$ cat src/rtl/spi_shift_ctrl.sv
`default_nettype none
// +----------------------------------------------------------------------------+
// | Module      : spi_shift_ctrl                                               |
// | Description : Mode-0 SPI shift controller. Accepts a parallel word over    |
// |               valid/ready, shifts it out MSB-first on mosi while shifting  |
// |               miso into a receive register; programmable sclk divider.     |
// | Revision    : 1.0 - initial release                                        |
// +----------------------------------------------------------------------------+
module spi_shift_ctrl #(
  parameter int WIDTH     = 8,
  parameter int DIV_WIDTH = 8
) (
  input  logic                 clk,
  input  logic                 clr_n,
  input  logic [WIDTH-1:0]     tx_data,
  input  logic                 tx_valid,
  output logic                 tx_ready,
  input  logic [DIV_WIDTH-1:0] clk_div,
  input  logic                 abort,
  output logic [WIDTH-1:0]     rx_data,
  output logic                 rx_valid,
  output logic                 busy,
  output logic                 sclk,
  output logic                 cs_n,
  output logic                 mosi,
  input  logic                 miso
);

  localparam int CNT_W = $clog2(WIDTH);
  localparam logic [CNT_W-1:0] LAST_BIT = CNT_W'(WIDTH - 1);

  typedef enum logic [1:0] {
    IDLE  = 2'd0,
    SETUP = 2'd1,
    SHIFT = 2'd2,
    DONE  = 2'd3
  } state_t;

  state_t               state_q, state_d;
  logic [WIDTH-1:0]     tx_shift_q, tx_shift_d;
  logic [WIDTH-1:0]     rx_shift_q, rx_shift_d;
  logic [DIV_WIDTH-1:0] div_q, div_d;
  logic [DIV_WIDTH-1:0] div_cnt_q, div_cnt_d;
  logic [CNT_W-1:0]     bit_cnt_q, bit_cnt_d;
  logic                 sclk_q, sclk_d;
  logic                 cs_n_q, cs_n_d;
  logic                 mosi_q, mosi_d;
  logic [WIDTH-1:0]     rx_data_q, rx_data_d;
  logic                 rx_valid_q, rx_valid_d;
  logic                 tick;

  assign tx_ready = (state_q == IDLE);
  assign busy     = ~tx_ready;
  assign rx_data  = rx_data_q;
  assign rx_valid = rx_valid_q;
  assign sclk     = sclk_q;
  assign cs_n     = cs_n_q;
  assign mosi     = mosi_q;

  // Next-state and next-output computation for the transfer sequencer.
  always_comb begin
    state_d    = state_q;
    tx_shift_d = tx_shift_q;
    rx_shift_d = rx_shift_q;
    div_d      = div_q;
    bit_cnt_d  = bit_cnt_q;
    sclk_d     = sclk_q;
    cs_n_d     = cs_n_q;
    rx_data_d  = rx_data_q;
    rx_valid_d = 1'b0;
    // Half-period timer: tick marks the last clk of each sclk half-period;
    // wrapping to zero on tick also clears it on every state change.
    tick       = (div_cnt_q == div_q);
    div_cnt_d  = tick ? '0 : div_cnt_q + DIV_WIDTH'(1);

    if (state_q != IDLE && abort) begin
      // Cancel: drop the partial word, leave rx_data untouched.
      state_d   = IDLE;
      sclk_d    = 1'b0;
      cs_n_d    = 1'b1;
      div_cnt_d = '0;
    end else begin
      case (state_q)
        IDLE: begin
          div_cnt_d = '0;
          if (tx_valid) begin
            state_d    = SETUP;
            tx_shift_d = tx_data;
            rx_shift_d = '0;
            div_d      = clk_div;
            bit_cnt_d  = '0;
            cs_n_d     = 1'b0;
            sclk_d     = 1'b0;
          end
        end
        SETUP: begin
          // First rising edge: MSB has been on mosi for one half-period.
          if (tick) begin
            rx_shift_d = {rx_shift_q[WIDTH-2:0], miso};
            sclk_d     = 1'b1;
            state_d    = SHIFT;
          end
        end
        SHIFT: begin
          if (tick) begin
            if (sclk_q) begin
              // Falling edge: present the next bit, or finish after the last.
              sclk_d = 1'b0;
              if (bit_cnt_q == LAST_BIT) begin
                state_d = DONE;
              end else begin
                bit_cnt_d  = bit_cnt_q + CNT_W'(1);
                tx_shift_d = tx_shift_q << 1;
              end
            end else begin
              // Rising edge: sample the peripheral's bit.
              sclk_d     = 1'b1;
              rx_shift_d = {rx_shift_q[WIDTH-2:0], miso};
            end
          end
        end
        DONE: begin
          // Hold cs_n low one more half-period before releasing the slave.
          if (tick) begin
            state_d    = IDLE;
            cs_n_d     = 1'b1;
            sclk_d     = 1'b0;
            rx_data_d  = rx_shift_q;
            rx_valid_d = 1'b1;
          end
        end
        default: begin
          state_d = IDLE;
        end
      endcase
    end

    // mosi always reflects the MSB of the shift register while selected.
    mosi_d = (state_d == IDLE) ? 1'b0 : tx_shift_d[WIDTH-1];
  end

  // State and output registers with asynchronous clear.
  always_ff @(posedge clk or negedge clr_n) begin
    if (!clr_n) begin
      state_q    <= IDLE;
      tx_shift_q <= '0;
      rx_shift_q <= '0;
      div_q      <= '0;
      div_cnt_q  <= '0;
      bit_cnt_q  <= '0;
      sclk_q     <= 1'b0;
      cs_n_q     <= 1'b1;
      mosi_q     <= 1'b0;
      rx_data_q  <= '0;
      rx_valid_q <= 1'b0;
    end else begin
      state_q    <= state_d;
      tx_shift_q <= tx_shift_d;
      rx_shift_q <= rx_shift_d;
      div_q      <= div_d;
      div_cnt_q  <= div_cnt_d;
      bit_cnt_q  <= bit_cnt_d;
      sclk_q     <= sclk_d;
      cs_n_q     <= cs_n_d;
      mosi_q     <= mosi_d;
      rx_data_q  <= rx_data_d;
      rx_valid_q <= rx_valid_d;
    end
  end

endmodule
`default_nettype wire

$ cat config.mk
export PLATFORM = sky130hd
export DESIGN_NAME = spi_shift_ctrl
export DESIGN_NICKNAME = d
export VERILOG_FILES = /design/src/rtl/spi_shift_ctrl.sv
export SDC_FILE = /design/constraint.sdc
export NUM_CORES = 1
export LEC_CHECK = 0
export ABC_AREA = 1
export ABC_CLOCK_PERIOD_IN_PS = 2500
export BUFFER_PORTS_ARGS = -buffer_cell sky130_fd_sc_hd__buf_2
export CORE_UTILIZATION = 38
export CTS_CLUSTER_SIZE = 25
export DETAILED_ROUTE_END_ITERATION = 10
export GPL_TIMING_DRIVEN = 1
export PLACE_DENSITY = 0.56
export SLEW_MARGIN = 5
export SYNTH_ARGS = -nofsm -noshare
export SYNTH_HDL_FRONTEND = slang
export SYNTH_SLANG_ARGS = --single-unit
$ cat constraint.sdc
create_clock -name clk -period 2.5 [get_ports clk]
set_input_delay 0.375 -clock clk [delete_from_list [all_inputs] [get_ports clk]]
set_output_delay 0.375 -clock clk [all_outputs]
set_load 0.01 [all_outputs]
==> impl_results.md <==
- Status: completed
- Synthesized instance count: 299
- Setup tns final: 0 ns
- Clock network fraction of total power: about 19%
- Total of cells resized after clock tree synthesis: 0
- Worst reg2reg endpoint: mosi
- H-tree depth reported by CTS: 2
- Global-route wire length before repair: 9290 um
- DR vias: 1965
- Type of the most critical hold path: in2async
- Area contributors post-synth: sky130_fd_sc_hd__dfrtp_1 48%, sky130_fd_sc_hd__nand2_1 11%, sky130_fd_sc_hd__inv_1 6.5%
- Psw: 1.04 mW
- Total iterations of the first detailed-routing run: 4
- Maximum number of buffers from clock root to sink: 2
- Clock sink count: between 40 and 50
- Number of primary I/O pins: 35
- Class of the most critical setup path: reg2reg
- Hold violation total from the final report: 0
- Maximum number of pins on one net before global-route repair: 50
- Type of element capturing the critical path: register
- Dominant register cell in the synthesized netlist: sky130_fd_sc_hd__dfrtp_1
- Sequential-to-total area share from yosys stat: 49.1%
- Critical path startpoint: state_q[0]
- Register Area: roughly 1200 sq um
- Highest ir drop seen on vdd: between 0.0003 and 0.0004 V
- Antenna violations before repair: 0
- Multi-input logic area: 1060 sq um
- Overall die height: a little over 80 um
- Layout Area Growth over Synthesis: 13.2%
- Skew final: 0.0129 ns
- DRC violation count after routing: 0
- Core Box Area: 6350 sq um
- CTS tree: yes
- Number of nets in the layout: about 370
- Port buffer count: 34
- Clock-pin slew on the worst setup and hold paths: around 0.1 ns
- Count of buffers added by post-CTS timing repair for setup: 0
- Slack of the worst reg-to-reg path: about 0.38 ns
- Cell depth of the worst flop-to-flop path: 8
- Mapped Nets: roughly 330
- Slowest cell delay on critical path: ~0.45 ns
- Levels on crit path: 8
- Insertion delay to the later sink of the worst-skew pair: 0.31 ns
- Count of warnings emitted by yosys: 0
- CP Data Required Time: 2.68 ns
- End point of the critical path: mosi
- Vias in the first global route: 1987
- Total global routing overflow: 0
- Number of DRC violations after detailed-routing iteration 0: 84
- Overall global routing resource usage: 16.6%
- Number of distinct standard cells referenced by the synthesized netlist: 33
- GP Congestion: about 0.81
- Placed wire-length estimate after detailed placement: 3680 um
- Filler instances: 640
- Highest net fanout along the worst path: 14
- Achievable Freq: between 0.4 and 0.5 GHz
- Reported max-cap violation count: 0
- Root buffer selected by CTS: sky130_fd_sc_hd__clkbuf_8
- Average size of a mapped cell: around 8.4 sq um
- Average vias per placed instance: roughly 4.7
- Internal power: between 1.5 and 2 mW
- Worst-Margin Slew: just over 0.6 ns
- Number of flops mapped to enable cells by yosys: 0
- Unrepaired setup endpoints after global routing: false
- Tmin final: 2.12 ns
- Max-slew headroom: 58.7%
- Kind of cell with the highest combined delay on the critical path: compound AO/OA/AOI/OAI gates
- Nature of the critical path startpoint: register
- Post-route fraction of the period consumed by the critical path: ~85%
- PnR Total Power: 2.55 mW
- Reported leakage power: 1.41 nW
- DIE AREA: 6910 sq um
- WL/cell: 12.3 um
- Number of max-slew violations in the final report: 0
- Post-synth top area share: 48.0%
- Combinational cell fraction of total power: 36.8%
- Sequential share of power: 44.8%
- Number of diodes: 0
- Starting density of the core: 39.4%
- Switching part of the total: between 40% and 50%
- PD cells: about 900 nW/um^2
- TritonCTS buffer count: 5
- Reg2Reg Launch Point: state_q[0]
- # hold bufs at CTS: 0
- Synthesis-stage register bit count: 49
- Post-synthesis cell area: approximately 2500 sq um
- Count of nets left with antenna violations after detail routing: 0
- Critical-path top delay cell: sky130_fd_sc_hd__dfrtp_1
- Crit path arrival time: around 2.3 ns
- Series of cell instances along the critical path: inv_1, ha_1, nand2_1, inv_1, a22oi_1, nand2_1, a21oi_1, a21oi_1
- Number of buffers and inverters on the critical path: 2
- Setup violators final: 0
- Die Span X: 83.1 um
- Floorplan row count: 29
- Total wirelength of the detailed-routed design: 5100 um
- Cell type with the largest total area after synthesis: sky130_fd_sc_hd__dfrtp_1
- Share of final-layout standard cells stronger than drive strength 1: 17.8%
- Async SR Flop Fraction: 100%
## placed cells by master, fill, tap and decap left out, types with 2 or more instances in the layout
cell type	Yosys	final
sky130_fd_sc_hd__nand2_4	2	2
sky130_fd_sc_hd__nor3b_1	3	3
sky130_fd_sc_hd__buf_4	0	3
sky130_fd_sc_hd__xnor2_1	4	4
sky130_fd_sc_hd__nand2_1	73	73
sky130_fd_sc_hd__clkinvlp_4	0	2
sky130_fd_sc_hd__inv_2	2	2
sky130_fd_sc_hd__o21ai_2	2	2
sky130_fd_sc_hd__o21ai_1	3	3
sky130_fd_sc_hd__nor2_2	3	3
sky130_fd_sc_hd__clkbuf_8	0	5
sky130_fd_sc_hd__dfrtp_1	48	48
sky130_fd_sc_hd__o211ai_1	3	3
sky130_fd_sc_hd__buf_2	2	34
sky130_fd_sc_hd__a31oi_1	7	7
sky130_fd_sc_hd__ha_1	9	9
sky130_fd_sc_hd__nand3_2	2	2
sky130_fd_sc_hd__a21oi_1	8	8
sky130_fd_sc_hd__o21ai_0	29	29
sky130_fd_sc_hd__inv_1	43	43
sky130_fd_sc_hd__nor3_1	5	5
sky130_fd_sc_hd__nand3_1	15	15
sky130_fd_sc_hd__nor2_1	21	21
## cell usage after synthesis (all sizes together), types with 4 or more instances
master   n
dfrtp   48
o21ai   34
buf      4
nand2   76
a21oi    9
a31oi    7
nor3     6
inv     45
ha       9
nand3   17
xnor2    4
nor2    25
## registers in the layout (all words and copies together) (netlist names)
name / cells
bit_cnt_q: 3
cs_n: 1
div_cnt_q: 8
div_q: 8
mosi: 1
rx_data: 8
rx_shift_q: 8
rx_valid: 1
sclk: 1
state_q: 2
tx_shift_q: 8
## final cells by class
cell class | count | area share, %
multi-input cells | 198 | 37.4
clock inverters | 2 | 0.531
well taps | 77 | 3.40
flip-flops and latches | 49 | 43.4
clock buffers | 6 | 2.56
repair buffers | 37 | 6.81
inverters | 45 | 5.97
## routing by layer
metal / part of all wire (%) / track usage, %
met4: 1.8 / 6.58
met2: 42 / 24.8
met5: 0 / 0
met1: 52 / 23.0
met3: 4.6 / 4.17
## power by group through the flow
stage               clock network (mW)  registers, mW  logic [mW]
detailed placement                   0           1.16       0.952
CTS                              0.494           1.14       0.954
floorplan                            0           1.13       0.744
global placement                     0           1.16       0.939
finish                           0.471           1.14       0.937
global route                     0.512           1.18        1.10
## how the worst min path moves through the flow
stage                    endpoint  slack [ns]
finish              tx_shift_q[4]        0.15
global route        tx_shift_q[4]        0.21
CTS                 tx_shift_q[4]        0.18
detailed placement     rx_data[7]        0.47
global placement       rx_data[0]        0.46
floorplan            bit_cnt_q[0]        0.08
## worst reg2reg max path: cells and delay by family (launching register included)
kind	cells	cell delay [ns]
AOI/OAI and AO/OA	3	0.47
DFF	1	0.45
buffers and inverters	2	0.41
and+or+nand+nor	2	0.38
adders and majority gates	1	0.29
## logic make-up (layout without fill, tap and decap cells)
group	Yosys count	in the layout	share of synthesized area [%]
AO/OA/AOI/OAI	55	55	12.6
XOR/XNOR	5	5	1.75
adder cells (fa/ha/maj)	9	9	4.50
buffers and inverters	52	90	8.65
flip-flops	49	49	49.1
AND/OR/NAND/NOR	129	129	23.4
## through the flow
stage               std cells  hold slack [ns]  worst slack [ns]  util, %  cell area, sq um
finish                    414            0.152             0.379     44.6              2830
CTS                       414            0.180             0.341     44.6              2830
global route              414            0.214             0.109     44.6              2830
global placement          406            0.463             0.534     43.2              2740
floorplan                 299           0.0794             0.686        -              2500
detailed placement        406            0.468             0.367     43.2              2740
No activity file was read; power rests on OpenSTA's default activity.
